[src/rtl/pc_seq_if.sv]
// pc_seq_if -- bus between the control unit and the PC sequencer.
//   master : control side. Drives pc_we, pc_src, imm_ext, j_addr, reg_rs,
//            ras_push and ras_pop. Observes the sequencer outputs.
//   slave  : pc_seq_unit. Drives current_pc, next_pc, ras_top, ras_empty,
//            ras_full, ras_overflow, ras_underflow, misalign_trap and epc.
interface pc_seq_if #(
  parameter int unsigned XLEN = 32
);
  logic            pc_we;
  logic [2:0]      pc_src;
  logic [XLEN-1:0] imm_ext;
  logic [25:0]     j_addr;
  logic [XLEN-1:0] reg_rs;
  logic            ras_push;
  logic            ras_pop;
  logic [XLEN-1:0] current_pc;
  logic [XLEN-1:0] next_pc;
  logic [XLEN-1:0] ras_top;
  logic            ras_empty;
  logic            ras_full;
  logic            ras_overflow;
  logic            ras_underflow;
  logic            misalign_trap;
  logic [XLEN-1:0] epc;

  modport master (
    output pc_we, pc_src, imm_ext, j_addr, reg_rs, ras_push, ras_pop,
    input  current_pc, next_pc, ras_top, ras_empty, ras_full,
           ras_overflow, ras_underflow, misalign_trap, epc
  );

  modport slave (
    input  pc_we, pc_src, imm_ext, j_addr, reg_rs, ras_push, ras_pop,
    output current_pc, next_pc, ras_top, ras_empty, ras_full,
           ras_overflow, ras_underflow, misalign_trap, epc
  );
endinterface

[src/rtl/pc_seq_unit.sv]
// pc_seq_unit -- program-counter sequencer with a return-address stack.
// The unit holds the architectural PC. It selects the next fetch address from
// six sources and keeps a circular RAS for call and return linking.
// Ports:
//   CLK : clock. All state updates happen on the falling edge.
//   RST : asynchronous, active-low reset.
//   bus : pc_seq_if.slave, which carries the control inputs and the PC, RAS and
//         trap outputs.
// Optional feature: define PC_ALIGN_CHECK_EN to trap on a misaligned next_pc.
// On a trap, current_pc is loaded with TRAP_VECTOR and epc records the target.
// When the macro is undefined, the low two bits of the target are dropped.
module pc_seq_unit #(
  parameter int unsigned     XLEN         = 32,
  parameter logic [XLEN-1:0] RESET_VECTOR = '0,
  parameter int unsigned     RAS_DEPTH    = 4,
  parameter logic [XLEN-1:0] TRAP_VECTOR  = XLEN'(32'h0000_0080)
) (
  input  logic CLK,
  input  logic RST,
  pc_seq_if.slave bus
);
  localparam int unsigned PW = $clog2(RAS_DEPTH);
  localparam int unsigned CW = PW + 1;
  localparam logic [CW-1:0] DEPTH_C = CW'(RAS_DEPTH);

  logic [XLEN-1:0] pc_q;
  logic [XLEN-1:0] pc4;
  logic [XLEN-1:0] next_pc;
  logic [XLEN-1:0] ras_top;
  logic [XLEN-1:0] ras_mem [RAS_DEPTH];
  logic [PW-1:0]   top_q;
  logic [PW-1:0]   top_inc;
  logic [CW-1:0]   cnt_q;
  logic            ovf_q;
  logic            unf_q;
  logic            empty;
  logic            full;
  logic            trap_now;

  assign pc4     = pc_q + XLEN'(4);
  assign top_inc = top_q + 1'b1;
  assign empty   = (cnt_q == '0);
  assign full    = (cnt_q == DEPTH_C);
  assign ras_top = empty ? RESET_VECTOR : ras_mem[top_q];

  always_comb begin
    next_pc = pc4;
    unique case (bus.pc_src)
      3'b000:  next_pc = pc4;
      3'b001:  next_pc = pc4 + {bus.imm_ext[XLEN-3:0], 2'b00};
      3'b010:  next_pc = bus.reg_rs;
      3'b011:  next_pc = {pc4[XLEN-1:28], bus.j_addr, 2'b00};
      3'b100:  next_pc = ras_top;
      3'b101:  next_pc = RESET_VECTOR;
      default: next_pc = pc4;
    endcase
  end

`ifdef PC_ALIGN_CHECK_EN
  logic            trap_q;
  logic [XLEN-1:0] epc_q;

  assign trap_now = bus.pc_we && (next_pc[1:0] != 2'b00);

  // A trap raises the pulse for one period. A trap on the following edge can
  // re-raise it.
  always_ff @(negedge CLK or negedge RST) begin
    if (!RST) begin
      trap_q <= 1'b0;
      epc_q  <= '0;
    end else begin
      trap_q <= trap_now;
      if (trap_now) epc_q <= next_pc;
    end
  end

  assign bus.misalign_trap = trap_q;
  assign bus.epc           = epc_q;
`else
  assign trap_now          = 1'b0;
  assign bus.misalign_trap = 1'b0;
  assign bus.epc           = '0;
`endif

  // A push writes above top, so a full stack overwrites its oldest slot and
  // the pointer wraps. A push and pop on the same edge replace the top entry.
  always_ff @(negedge CLK or negedge RST) begin
    if (!RST) begin
      pc_q  <= RESET_VECTOR;
      top_q <= '0;
      cnt_q <= '0;
      ovf_q <= 1'b0;
      unf_q <= 1'b0;
      for (int unsigned i = 0; i < RAS_DEPTH; i++) ras_mem[i] <= '0;
    end else if (bus.pc_we) begin
      if (trap_now) begin
        pc_q <= TRAP_VECTOR;
      end else begin
        pc_q <= {next_pc[XLEN-1:2], 2'b00};
        if (bus.ras_push && bus.ras_pop && !empty) begin
          ras_mem[top_q] <= pc4;
        end else if (bus.ras_push) begin
          top_q            <= top_inc;
          ras_mem[top_inc] <= pc4;
          if (full) ovf_q <= 1'b1;
          else      cnt_q <= cnt_q + 1'b1;
        end else if (bus.ras_pop) begin
          if (empty) begin
            unf_q <= 1'b1;
          end else begin
            top_q <= top_q - 1'b1;
            cnt_q <= cnt_q - 1'b1;
          end
        end
      end
    end
  end

  assign bus.current_pc    = pc_q;
  assign bus.next_pc       = next_pc;
  assign bus.ras_top       = ras_top;
  assign bus.ras_empty     = empty;
  assign bus.ras_full      = full;
  assign bus.ras_overflow  = ovf_q;
  assign bus.ras_underflow = unf_q;
endmodule

[src/flat_wrapper.sv]
// flat-port wrapper written by rule: the top's interface ports become plain ports
module pc_seq_unit_flat 
#(
  parameter int unsigned     XLEN         = 32,
  parameter logic [XLEN-1:0] RESET_VECTOR = '0,
  parameter int unsigned     RAS_DEPTH    = 4,
  parameter logic [XLEN-1:0] TRAP_VECTOR  = XLEN'(32'h0000_0080)
)
  (CLK, RST, bus_pc_we, bus_pc_src, bus_imm_ext, bus_j_addr, bus_reg_rs, bus_ras_push, bus_ras_pop, bus_current_pc, bus_next_pc, bus_ras_top, bus_ras_empty, bus_ras_full, bus_ras_overflow, bus_ras_underflow, bus_misalign_trap, bus_epc);
  pc_seq_if #(.XLEN(XLEN)) bus_i ();
  input  logic CLK;
  input  logic RST;
  input wire logic [$bits(bus_i.pc_we)-1:0] bus_pc_we;
  input wire logic [$bits(bus_i.pc_src)-1:0] bus_pc_src;
  input wire logic [$bits(bus_i.imm_ext)-1:0] bus_imm_ext;
  input wire logic [$bits(bus_i.j_addr)-1:0] bus_j_addr;
  input wire logic [$bits(bus_i.reg_rs)-1:0] bus_reg_rs;
  input wire logic [$bits(bus_i.ras_push)-1:0] bus_ras_push;
  input wire logic [$bits(bus_i.ras_pop)-1:0] bus_ras_pop;
  output wire logic [$bits(bus_i.current_pc)-1:0] bus_current_pc;
  output wire logic [$bits(bus_i.next_pc)-1:0] bus_next_pc;
  output wire logic [$bits(bus_i.ras_top)-1:0] bus_ras_top;
  output wire logic [$bits(bus_i.ras_empty)-1:0] bus_ras_empty;
  output wire logic [$bits(bus_i.ras_full)-1:0] bus_ras_full;
  output wire logic [$bits(bus_i.ras_overflow)-1:0] bus_ras_overflow;
  output wire logic [$bits(bus_i.ras_underflow)-1:0] bus_ras_underflow;
  output wire logic [$bits(bus_i.misalign_trap)-1:0] bus_misalign_trap;
  output wire logic [$bits(bus_i.epc)-1:0] bus_epc;
  assign bus_i.pc_we = bus_pc_we;
  assign bus_i.pc_src = bus_pc_src;
  assign bus_i.imm_ext = bus_imm_ext;
  assign bus_i.j_addr = bus_j_addr;
  assign bus_i.reg_rs = bus_reg_rs;
  assign bus_i.ras_push = bus_ras_push;
  assign bus_i.ras_pop = bus_ras_pop;
  assign bus_current_pc = bus_i.current_pc;
  assign bus_next_pc = bus_i.next_pc;
  assign bus_ras_top = bus_i.ras_top;
  assign bus_ras_empty = bus_i.ras_empty;
  assign bus_ras_full = bus_i.ras_full;
  assign bus_ras_overflow = bus_i.ras_overflow;
  assign bus_ras_underflow = bus_i.ras_underflow;
  assign bus_misalign_trap = bus_i.misalign_trap;
  assign bus_epc = bus_i.epc;
  pc_seq_unit #(.XLEN(XLEN), .RESET_VECTOR(RESET_VECTOR), .RAS_DEPTH(RAS_DEPTH), .TRAP_VECTOR(TRAP_VECTOR)) u_core (.CLK(CLK), .RST(RST), .bus(bus_i));
endmodule
[config.mk]
export PLATFORM = sky130hd
export DESIGN_NAME = pc_seq_unit_flat
export DESIGN_NICKNAME = d
export VERILOG_FILES = /design/src/rtl/pc_seq_if.sv /design/src/rtl/pc_seq_unit.sv /design/src/flat_wrapper.sv
export SDC_FILE = /design/constraint.sdc
export NUM_CORES = 1
export LEC_CHECK = 0
export ABC_AREA = 1
export CAP_MARGIN = 20
export CORE_MARGIN = 2
export CORE_UTILIZATION = 42
export CTS_CLUSTER_DIAMETER = 200
export DETAILED_ROUTE_END_ITERATION = 6
export GPL_TIMING_DRIVEN = 0
export PLACE_DENSITY = 0.66
export SLEW_MARGIN = 10
export SYNTH_ARGS = -nofsm -noshare
export SYNTH_HDL_FRONTEND = slang
export SYNTH_SLANG_ARGS = --single-unit
[constraint.sdc]
create_clock -name CLK -period 6.4 [get_ports CLK]
set_input_delay 1.28 -clock CLK [delete_from_list [all_inputs] [get_ports CLK]]
set_output_delay 1.28 -clock CLK [all_outputs]
set_load 0.02 [all_outputs]
After elaboration in Yosys (flattened, before gate mapping)
Index checks and enable logic that the tools add are counted.
- mux-type cells: 20
- bitwise logic cells: 4
- add/sub/neg operators: 6
- $lt $le $gt $ge: 4
- reduce and logical (&&, ||, !) cells: 13
- eq/ne operators: 8
- operators with widths (cell ; number):
    $bwmux W128 ; 2
    $mux W128 ; 2
    $mux W32 ; 5
    $pmux W32 S5 ; 1
    $demux W32 S2 ; 2
    $bmux W32 S2 ; 1
    $add A32 B3 Y32 const B ; 1
    $add A32 B32 Y32 ; 1
    $mux W3 ; 4
    $reduce_and A5 Y1 ; 2
    $eq A3 B3 Y1 const B ; 3
    $reduce_and A4 Y1 ; 2
    $eq A3 B2 Y1 const B ; 2
    $ge A3 B3 Y1 const B ; 2
    $lt A3 B1 Y1 const B ; 2
    $mux W2 ; 3
    $not A2 Y3 ; 2
    $logic_and A1 B1 Y1 ; 4
    $ne A2 B2 Y1 const B ; 2
    $reduce_bool A2 Y1 ; 2
    $add A3 B1 Y3 const B ; 1
    $eq A3 B1 Y1 const B ; 1
    $logic_not A3 Y1 ; 1
    $sub A3 B1 Y3 const B ; 1
    5 further kinds ; 6
- flip-flop bits (word level): 165
- output and inout port bits: 133
- word-level logic and storage cells: 64
- input port bits: 98

Depth between registers and ports, before layout
Gate-level depths: netlist of run 1.
- word-level depth: 9
- gate-level depth with buffers: 27
- depth with buffers taken out: 27

==> results of run 1 <==
[metal layers]
layer	up-vias	global-route usage, %
li1	6417	-
met1	6651	41.4
met2	864	59.8
met3	268	5.17
met4	0	18.5
met5	-	0
[cells in the mapped netlist, types with 5 or more instances]
cell | count | share of area, %
nor2_1 | 137 | 4.5
nor2_4 | 6 | 0.60
inv_2 | 10 | 0.33
buf_4 | 43 | 2.8
ha_1 | 38 | 4.2
nand3b_1 | 18 | 1.2
o21ai_0 | 169 | 7.5
nand3_1 | 90 | 4.0
a22oi_1 | 8 | 0.53
nor3_1 | 11 | 0.48
nand2_1 | 623 | 21
dfrtn_1 | 157 | 35
o21ai_1 | 8 | 0.35
and2_1 | 5 | 0.28
o2111ai_1 | 5 | 0.39
inv_1 | 181 | 6.0
clkbuf_1 | 29 | 0.96
xor2_1 | 13 | 1.0
nand4_1 | 14 | 0.77
a21oi_1 | 87 | 3.8
or2_2 | 12 | 0.66
o21bai_1 | 6 | 0.40
nand2_2 | 5 | 0.28
buf_2 | 29 | 1.3
[repair_timing]
action                                  CTS  global route
pin swaps                               116           172
endpoints found under the setup margin   81            71
cloned                                    3             3
buffers inserted                        144            99
gates resized for setup                 681           407
hold buffers                              0             0
[area by class of cell]
| type | instances | area [µm²] | area share [%] |
|---|---|---|---|
| tap | 341 | 427 | 2.24 |
| clock buffer | 22 | 464 | 2.44 |
| sequential | 157 | 3930 | 20.6 |
| buffer | 103 | 853 | 4.48 |
| multi-input combinational | 1319 | 8540 | 44.8 |
| antenna | 1 | 2.50 | 0.0131 |
| clock inverter | 7 | 91.3 | 0.480 |
| timing repair buffer | 430 | 4000 | 21.0 |
| inverter | 192 | 739 | 3.88 |
[worst max-delay path, stage by stage, from the launching register on]
cell and delay (ns):
dfrtn_1 0.53, ha_4 0.19, nand2_2 0.05, inv_2 0.07
nand2_4 0.08, nor2_4 0.18, inv_4 0.07, nor2_4 0.16
buf_4 0.15, nor2_2 0.04, nor2_4 0.17, ha_4 0.27
nand2_4 0.09, buf_4 0.12, nor2_4 0.04, inv_2 0.09
nor2_4 0.05, nand2_2 0.07, nand3_4 0.09, or2_4 0.28
nand3_4 0.08, nand3b_1 0.19, buf_6 0.19
[flip-flops by register name (all words and copies together), names as in the netlist]
name,cells
u_core.cnt_q,3
u_core.bus.ras_overflow,1
u_core.bus.ras_underflow,1
u_core.top_q,2
u_core.bus.current_pc,30
u_core.ras_mem,120
[cells in the final DEF (no fill, tap or decap), types with 6 or more instances in the layout]
cell type | Yosys | layout
buf_6 | 0 | 89
a22oi_1 | 8 | 7
a21oi_1 | 87 | 32
nor2_4 | 6 | 46
ha_1 | 38 | 10
nand2_4 | 0 | 35
buf_12 | 0 | 11
nand2_1 | 623 | 512
nor3_4 | 0 | 6
nand3_1 | 90 | 49
o21ai_1 | 8 | 45
clkbuf_1 | 29 | 13
conb_1 | 1 | 37
nand3b_1 | 18 | 18
xor2_4 | 0 | 11
nor2_1 | 137 | 70
ha_4 | 0 | 28
buf_4 | 43 | 248
clkbuf_2 | 0 | 18
a21oi_2 | 1 | 41
dfrtn_1 | 157 | 157
nand3_4 | 1 | 12
buf_2 | 29 | 19
clkbuf_8 | 0 | 6
buf_8 | 0 | 10
inv_1 | 181 | 145
nand3_2 | 1 | 31
o21ai_2 | 0 | 15
clkdlybuf4s50_1 | 0 | 104
nor2_2 | 4 | 31
a21oi_4 | 0 | 15
o21ai_0 | 169 | 115
nand2_2 | 5 | 80
nand4_1 | 14 | 14
inv_2 | 10 | 40
or2_2 | 12 | 8
clkbuf_16 | 0 | 22
[power by group]
group,switching [mW],total (mW),internal (mW),leakage [nW]
logic,3.29,6.03,2.73,6.92
clock network,0.419,1.01,0.587,0.272
registers,0.288,1.70,1.41,2.02
total,4.00,8.73,4.73,9.21
[worst paths after layout]
path,start,end
min in group asynchronous,RST,u_core.cnt_q[0]
worst max register to register,u_core.bus.current_pc[2],u_core.bus.current_pc[21]
worst min register to register,u_core.bus.ras_overflow,u_core.bus.ras_overflow
worst min-delay path,u_core.bus.ras_overflow,u_core.bus.ras_overflow
max in group asynchronous,RST,u_core.ras_mem[83]
worst max-delay path,u_core.bus.current_pc[2],bus_next_pc[14]
[logic make-up after synthesis]
kind of cell / Yosys count
flops: 157
xor+xnor: 17
mux: 1
simple gates: 933
other cells: 1
buf+inv: 297
fa+ha+maj: 40
compound gates: 291
==> flow_summary_export.csv, run 1 <==
group,metric,value,unit
status,status,"finished with violations",
status,violations,"setup timing",
worst_setup_path,path_max_fanout,5,
yosys,synth_xor_area_share,1.44,%
drt,viasPerCell,5.52,
place,io_buffers,189,
drt,wl,53300,µm
finish,fin_area,19000,µm²
worst_setup_path,r2r_cells,40,
yosys,synth-simple-area-share,34.2,%
yosys,synthArstFlopShare,100,%
finish,fin_cells,2572,
clock_tree,cts-root-buf,"clkbuf_16",
power,p_leak,9.21,nW
drt,wl_met3,4460,µm
floorplan,core-area,26700,µm²
floorplan,rows,60,
worst_setup_path,start_kind,"flop",
yosys,syn_inst,1737,
yosys,synthFlopType,"dfrtn_1",
yosys,synth_top_family_by_area,"simple AND/OR/NAND/NOR gates",
drt,wl_per_cell,20.7,µm
yosys,ys_seq_elements,157,
floorplan,die_y,168,µm
sta,final_max_slew_viol_count,0,
floorplan,die_x,168,µm
global_routing,overflow,0,
clock_tree,clock_path_buffers,2,
drt,first_pass_iters,7,
place,hpwl,35600,µm
clock_tree,htreeDepth,4,
drt,topRoutingLayerUsed,"met4",
finish,post-route-util,71.3,%
global_routing,antenna_found_initial,2,
yosys,synth.cell_area,11400,µm²
sta,worst_pin_slew,0.883,ns
yosys,yosysWarnings,0,
clock_tree,clkTransAtPathRegs,0.05,ns
sta,whs,0.413,ns
drt,ant_nets,0,
sta,slew_headroom,41.2,%
clock_tree,cts_sinks,157,
place,pre_cts_ws,-2.40,ns
yosys,yosys-mux-area-fraction,0.0992,%
finish,fin_nets,2358,
yosys,synth_seq_area_share,34.6,%
drt,wl_met1,19300,µm
yosys,syn_avg_cell_area,6.54,µm²
drt,wl_met2,25900,µm
floorplan,initial_utilization,42.5,%
global_routing,grt_pass1_vias,13132,
yosys,synth-edff-count,0,
worst_setup_path,worst_ep_arrival_time,6.89,ns
hold_path,hold_class,"flop to flop",
clock_tree,cts_buffers,17,
place,gp_congestion,0.987,
sta,rsz0062_at_grt,"yes",
power,fin_total_pwr,8.73,mW
sta,finalHoldViolCount,0,
sta,setup_tns,-47.97,ns
sta,setup_ws,-1.77,ns
power,worst_ir_drop_vdd,198,µV
run,maxCapViolCount,0,
finish,area_growth,67.8,%
floorplan,dieArea,28400,µm²
worst_setup_path,r2r_slack,1.02,ns
drt,drtIter0Drc,1563,
global_routing,grt_max_degree,96,
sta,fin_skew,0.00815,ns
drt,drc,0,
worst_setup_path,end_kind,"output port",
global_routing,grt_pass1_wl,74400,µm
power,cellPowerDensity,459,nW/µm²
yosys,ys_types,44,
clock_tree,clkLatencyLatePin,0.41,ns
worst_setup_path,path_class,"flop to output port",
floorplan,ioPinCount,231,
sta,setup_viol_count_final,57,
yosys,synthAdderAreaFrac,4.54,%
clock_tree,cts_tree,"yes",
place,dpl.cell_count,2304,
finish,drive_gt1_share,39.0,%
place,placedInstanceArea,14200,µm²
finish,fill_cells,2035,
worst_setup_path,worstPathRequired,5.12,ns
hold_path,hold_depth,1,
drt,vias,14200,
yosys,synth_compound_area_share,13.5,%
global_routing,track_usage,34.5,%
No activity file was read; power rests on OpenSTA's default activity.
==> inputs of run 2 (changes only) <==
--- a/config.mk
+++ b/config.mk
@@ -8,11 +8,11 @@
 export ABC_AREA = 1
 export CAP_MARGIN = 20
 export CORE_MARGIN = 2
-export CORE_UTILIZATION = 42
+export CORE_UTILIZATION = 57
 export CTS_CLUSTER_DIAMETER = 200
 export DETAILED_ROUTE_END_ITERATION = 6
 export GPL_TIMING_DRIVEN = 0
-export PLACE_DENSITY = 0.66
+export PLACE_DENSITY = 0.86
 export SLEW_MARGIN = 10
 export SYNTH_ARGS = -nofsm -noshare
 export SYNTH_HDL_FRONTEND = slang
==> run 2 against run 1 <==
  * The flow now stops in global routing (5_1_grt)
  * Synthesized area unchanged
  * Synthesized cell count unchanged
==> flow_summary_export.csv, run 2 <==
group,metric,value,unit
yosys,syn_avg_cell_area,6.54,µm²
yosys,synth_top_area_cell,"dfrtn_1",
clock_tree,htreeDepth,4,
yosys,synth_seq_area_share,34.6,%
floorplan,ioPinCount,231,
place,gp_congestion,0.999,
status,status,"aborted with a tool error",
clock_tree,cts_buffers,17,
floorplan,die_x,145,µm
place,hpwl,34800,µm
yosys,synth_area_leaders,"dfrtn_1, nand2_1, o21ai_0",
clock_tree,hold_buffers,0,
yosys,synth-edff-count,0,
yosys,syn_inst,1737,
status,haltStage,"global routing (5_1_grt)",
clock_tree,cts-root-buf,"clkbuf_16",
yosys,synthFlopType,"dfrtn_1",
sta,endpoint_type,"top-level output",
floorplan,initial_utilization,58.1,%
place,placedInstanceArea,14100,µm²
clock_tree,cts_sinks,157,
yosys,synthTopCellsByCount,"nand2_1, inv_1, o21ai_0",
place,io_buffers,189,
yosys,ys_types,44,
yosys,yosysWarnings,0,
status,stop_error,"[ERROR DPL-0038] Utilization greater than 100%, impossible to legalize",
yosys,synth.cell_area,11400,µm²
yosys,synthArstFlopShare,100,%
floorplan,die_y,145,µm
yosys,ys_seq_elements,157,
clock_tree,clock_path_buffers,2,
global_routing,grt_max_degree,118,
sta,worstEndpointGrtRepair,"bus_next_pc[31]",
yosys,synth_top_area_share,34.6,%
yosys,synth_most_common_cell,"nand2_1",
floorplan,rows,51,
-- run 2: cell counts after synthesis --
No cell type changed its count.
-- run 2: logic make-up after synthesis --
group / Yosys count / share of synthesized area [%]
other: 1 / 0.0330
flip-flops: 157 / 34.6
XOR/XNOR: 17 / 1.44
multiplexers: 1 / 0.0992
adder cells (fa/ha/maj): 40 / 4.54
AND/OR/NAND/NOR: 933 / 34.2
buffers and inverters: 297 / 11.6
AO/OA/AOI/OAI: 291 / 13.5
-- run 2: timing repair --
item | CTS
resized for setup | 660
setup buffers | 170
pin swaps | 117
cloned | 5
endpoints found under the setup margin | 72
-- run 2: stage by stage --
stage	util, %	instances	setup slack [ns]
after CTS	88.4	2435	-1.67
after detailed placement	72.1	2228	-2.28
after floorplan	-	1773	-0.880
after global placement	71.9	2227	-5.04
==> inputs of run 3 (changes only) <==
--- a/config.mk
+++ b/config.mk
@@ -8,11 +8,10 @@
 export ABC_AREA = 1
 export CAP_MARGIN = 20
 export CORE_MARGIN = 2
-export CORE_UTILIZATION = 57
-export CTS_CLUSTER_DIAMETER = 200
+export CORE_UTILIZATION = 40
 export DETAILED_ROUTE_END_ITERATION = 6
 export GPL_TIMING_DRIVEN = 0
-export PLACE_DENSITY = 0.86
+export PLACE_DENSITY_LB_ADDON = 0.15
 export SLEW_MARGIN = 10
 export SYNTH_ARGS = -nofsm -noshare
 export SYNTH_HDL_FRONTEND = slang
==> run 3 against run 2 <==
  * The flow now finishes, with violations (setup timing)
==> flow_summary_export.csv, run 3 (synthesized netlist as in run 1, its figures left out) <==
group,metric,value,unit
worst_setup_path,critPathSlowestCell,"dfrtn_1",
finish,fill_cells,2256,
drt,ant_nets,0,
sta,setup_viol_count_final,61,
drt,drc,0,
clock_tree,cts_sinks,157,
floorplan,die_y,172,µm
finish,fin_area,18800,µm²
floorplan,die_x,172,µm
drt,first_pass_iters,7,
clock_tree,clkLatencyLatePin,0.41,ns
floorplan,core-area,27900,µm²
place,io_buffers,189,
clock_tree,htreeDepth,4,
run,maxCapViolCount,0,
global_routing,grt_pass1_vias,13271,
global_routing,track_usage,33.6,%
clock_tree,clock_path_buffers,2,
drt,wl,52300,µm
place,hpwl,35800,µm
place,gp_congestion,0.978,
finish,regMostFlops,"u_core.ras_mem",
global_routing,grt_max_degree,99,
global_routing,antenna_found_initial,4,
global_routing,grt_pass1_wl,74100,µm
sta,worst_pin_slew,0.830,ns
finish,fin_nets,2340,
clock_tree,cts-root-buf,"clkbuf_16",
drt,viasPerCell,5.37,
worst_setup_path,worst_ep_arrival_time,6.89,ns
power,worst_ir_drop_vdd,198,µV
clock_tree,cts_buffers,17,
worst_setup_path,path_class,"flop to output port",
worst_setup_path,critPathBufInv,4,
finish,regArea,3930,µm²
floorplan,initial_utilization,40.8,%
sta,setup_ws,-1.77,ns
worst_setup_path,worstPathCellList,"ha_4 > nand2_4 > inv_4 > nand2_4 > nor2_4 > inv_4 > nor2_4 > nor2_2 > nor2_4 > ha_4 > nand2_4 > nor2_4 > inv_2 > nor2_4 > nand2_1 > nand3_2 > or2_4 > nand3_2 > nand3b_1 > buf_6",
worst_setup_path,crit_top_cell,"nor2_4",
sta,final_max_slew_viol_count,0,
place,placedInstanceArea,14200,µm²
global_routing,overflow,0,
sta,rsz0062_at_grt,"yes",
finish,multi_input_area,8340,µm²
floorplan,dieArea,29700,µm²
clock_tree,clkTransAtPathRegs,0.05,ns
worst_setup_path,worstPathRequired,5.12,ns
drt,wl_per_cell,20.1,µm
finish,largest_reg_flops,120,
power,p_leak,9.04,nW
worst_setup_path,end_kind,"output port",
sta,finalHoldViolCount,0,
drt,vias,13936,
floorplan,ioPinCount,231,
hold_path,hold_class,"flop to flop",
status,violations,"setup timing",
worst_setup_path,cpPeakStageDelay,0.51,ns
clock_tree,cts_tree,"yes",
drt,drtIter0Drc,1358,
worst_setup_path,start_kind,"flop",
finish,post-route-util,67.6,%
clock_tree,hold_buffers,0,
status,status,"finished with violations",
sta,slew_headroom,44.7,%
finish,area_growth,65.9,%
worst_setup_path,path_max_fanout,5,
finish,final_cell_mix,"nand2_1, buf_4, dfrtn_1",
power,cellPowerDensity,458,nW/µm²
finish,drive_gt1_share,37.2,%
sta,fin_skew,0.0100,ns
worst_setup_path,path_delay_family,"simple AND/OR/NAND/NOR gates",
floorplan,rows,61,
finish,layout_commonest_cell,"nand2_1",
run 3: cell type report:
cell class                      instances  area share, %
Antenna cell                            3         0.0399
Buffer                                101           4.11
Clock buffer                           17           2.26
Clock inverter                         14           1.04
Inverter                              192           3.98
Multi-Input combinational cell       1319           44.3
Sequential cell                       157           20.9
Tap cell                              378           2.51
Timing Repair Buffer                  414           20.9
run 3: final timing paths:
kind | from | endpoint | slack (ns) | depth (start not counted)
setup / recovery | u_core.bus.current_pc[2] | bus_next_pc[14] | -1.77 | 20
hold / removal | u_core.bus.ras_overflow | u_core.bus.ras_overflow | 0.41 | 1
max in group asynchronous | RST | u_core.bus.current_pc[7] | 1.62 | 2
hold reg to reg | u_core.bus.ras_overflow | u_core.bus.ras_overflow | 0.41 | 1
min in group asynchronous | RST | u_core.cnt_q[0] | 3.89 | 1
setup reg to reg | u_core.bus.current_pc[2] | u_core.bus.current_pc[10] | 1.39 | 36
run 3: layer usage:
layer / track usage (%) / routed length [µm] / vias to the layer above
li1: - / - / 6370
met1: 39.5 / 19400 / 6647
met2: 57.8 / 25800 / 730
met3: 5.33 / 3840 / 189
met4: 20.0 / 3210 / 0
met5: 0 / 0 / -
run 3: power by group:
part           total, mW  internal [mW]  switching (mW)
logic               5.84           2.62            3.22
registers           1.70           1.41           0.283
clock network       1.09          0.651           0.442
total               8.63           4.69            3.94
run 3: metrics by stage:
stage                     cells  power, mW  setup slack (ns)  hold slack (ns)  TNS [ns]
after global routing       2593       9.04             -1.83            0.439    -54.05
after floorplan            1773       3.82            -0.880            0.404    -19.61
after CTS                  2537       7.85             -1.60            0.417    -42.70
after detailed placement   2341       5.34             -2.42            0.417    -78.75
after global placement     2340       5.28             -5.55            0.409   -949.02
final                      2595       8.63             -1.77            0.413    -47.29
run 3: timing repair:
item	in CTS	in global routing
buffers inserted	163	76
endpoints found under the setup margin	72	87
cloned	2	0
resized for setup	762	255
pin swaps	126	139
run 3: worst register-to-register path, delay by kind of cell, from the launching register on:
family / cells / cell delay [ns]
AO/OA/AOI/OAI: 1 / 0.09
flip-flops: 1 / 0.51
XOR/XNOR: 1 / 0.22
adder cells (fa/ha/maj): 2 / 0.46
AND/OR/NAND/NOR: 11 / 1.08
buffers and inverters: 21 / 2.45
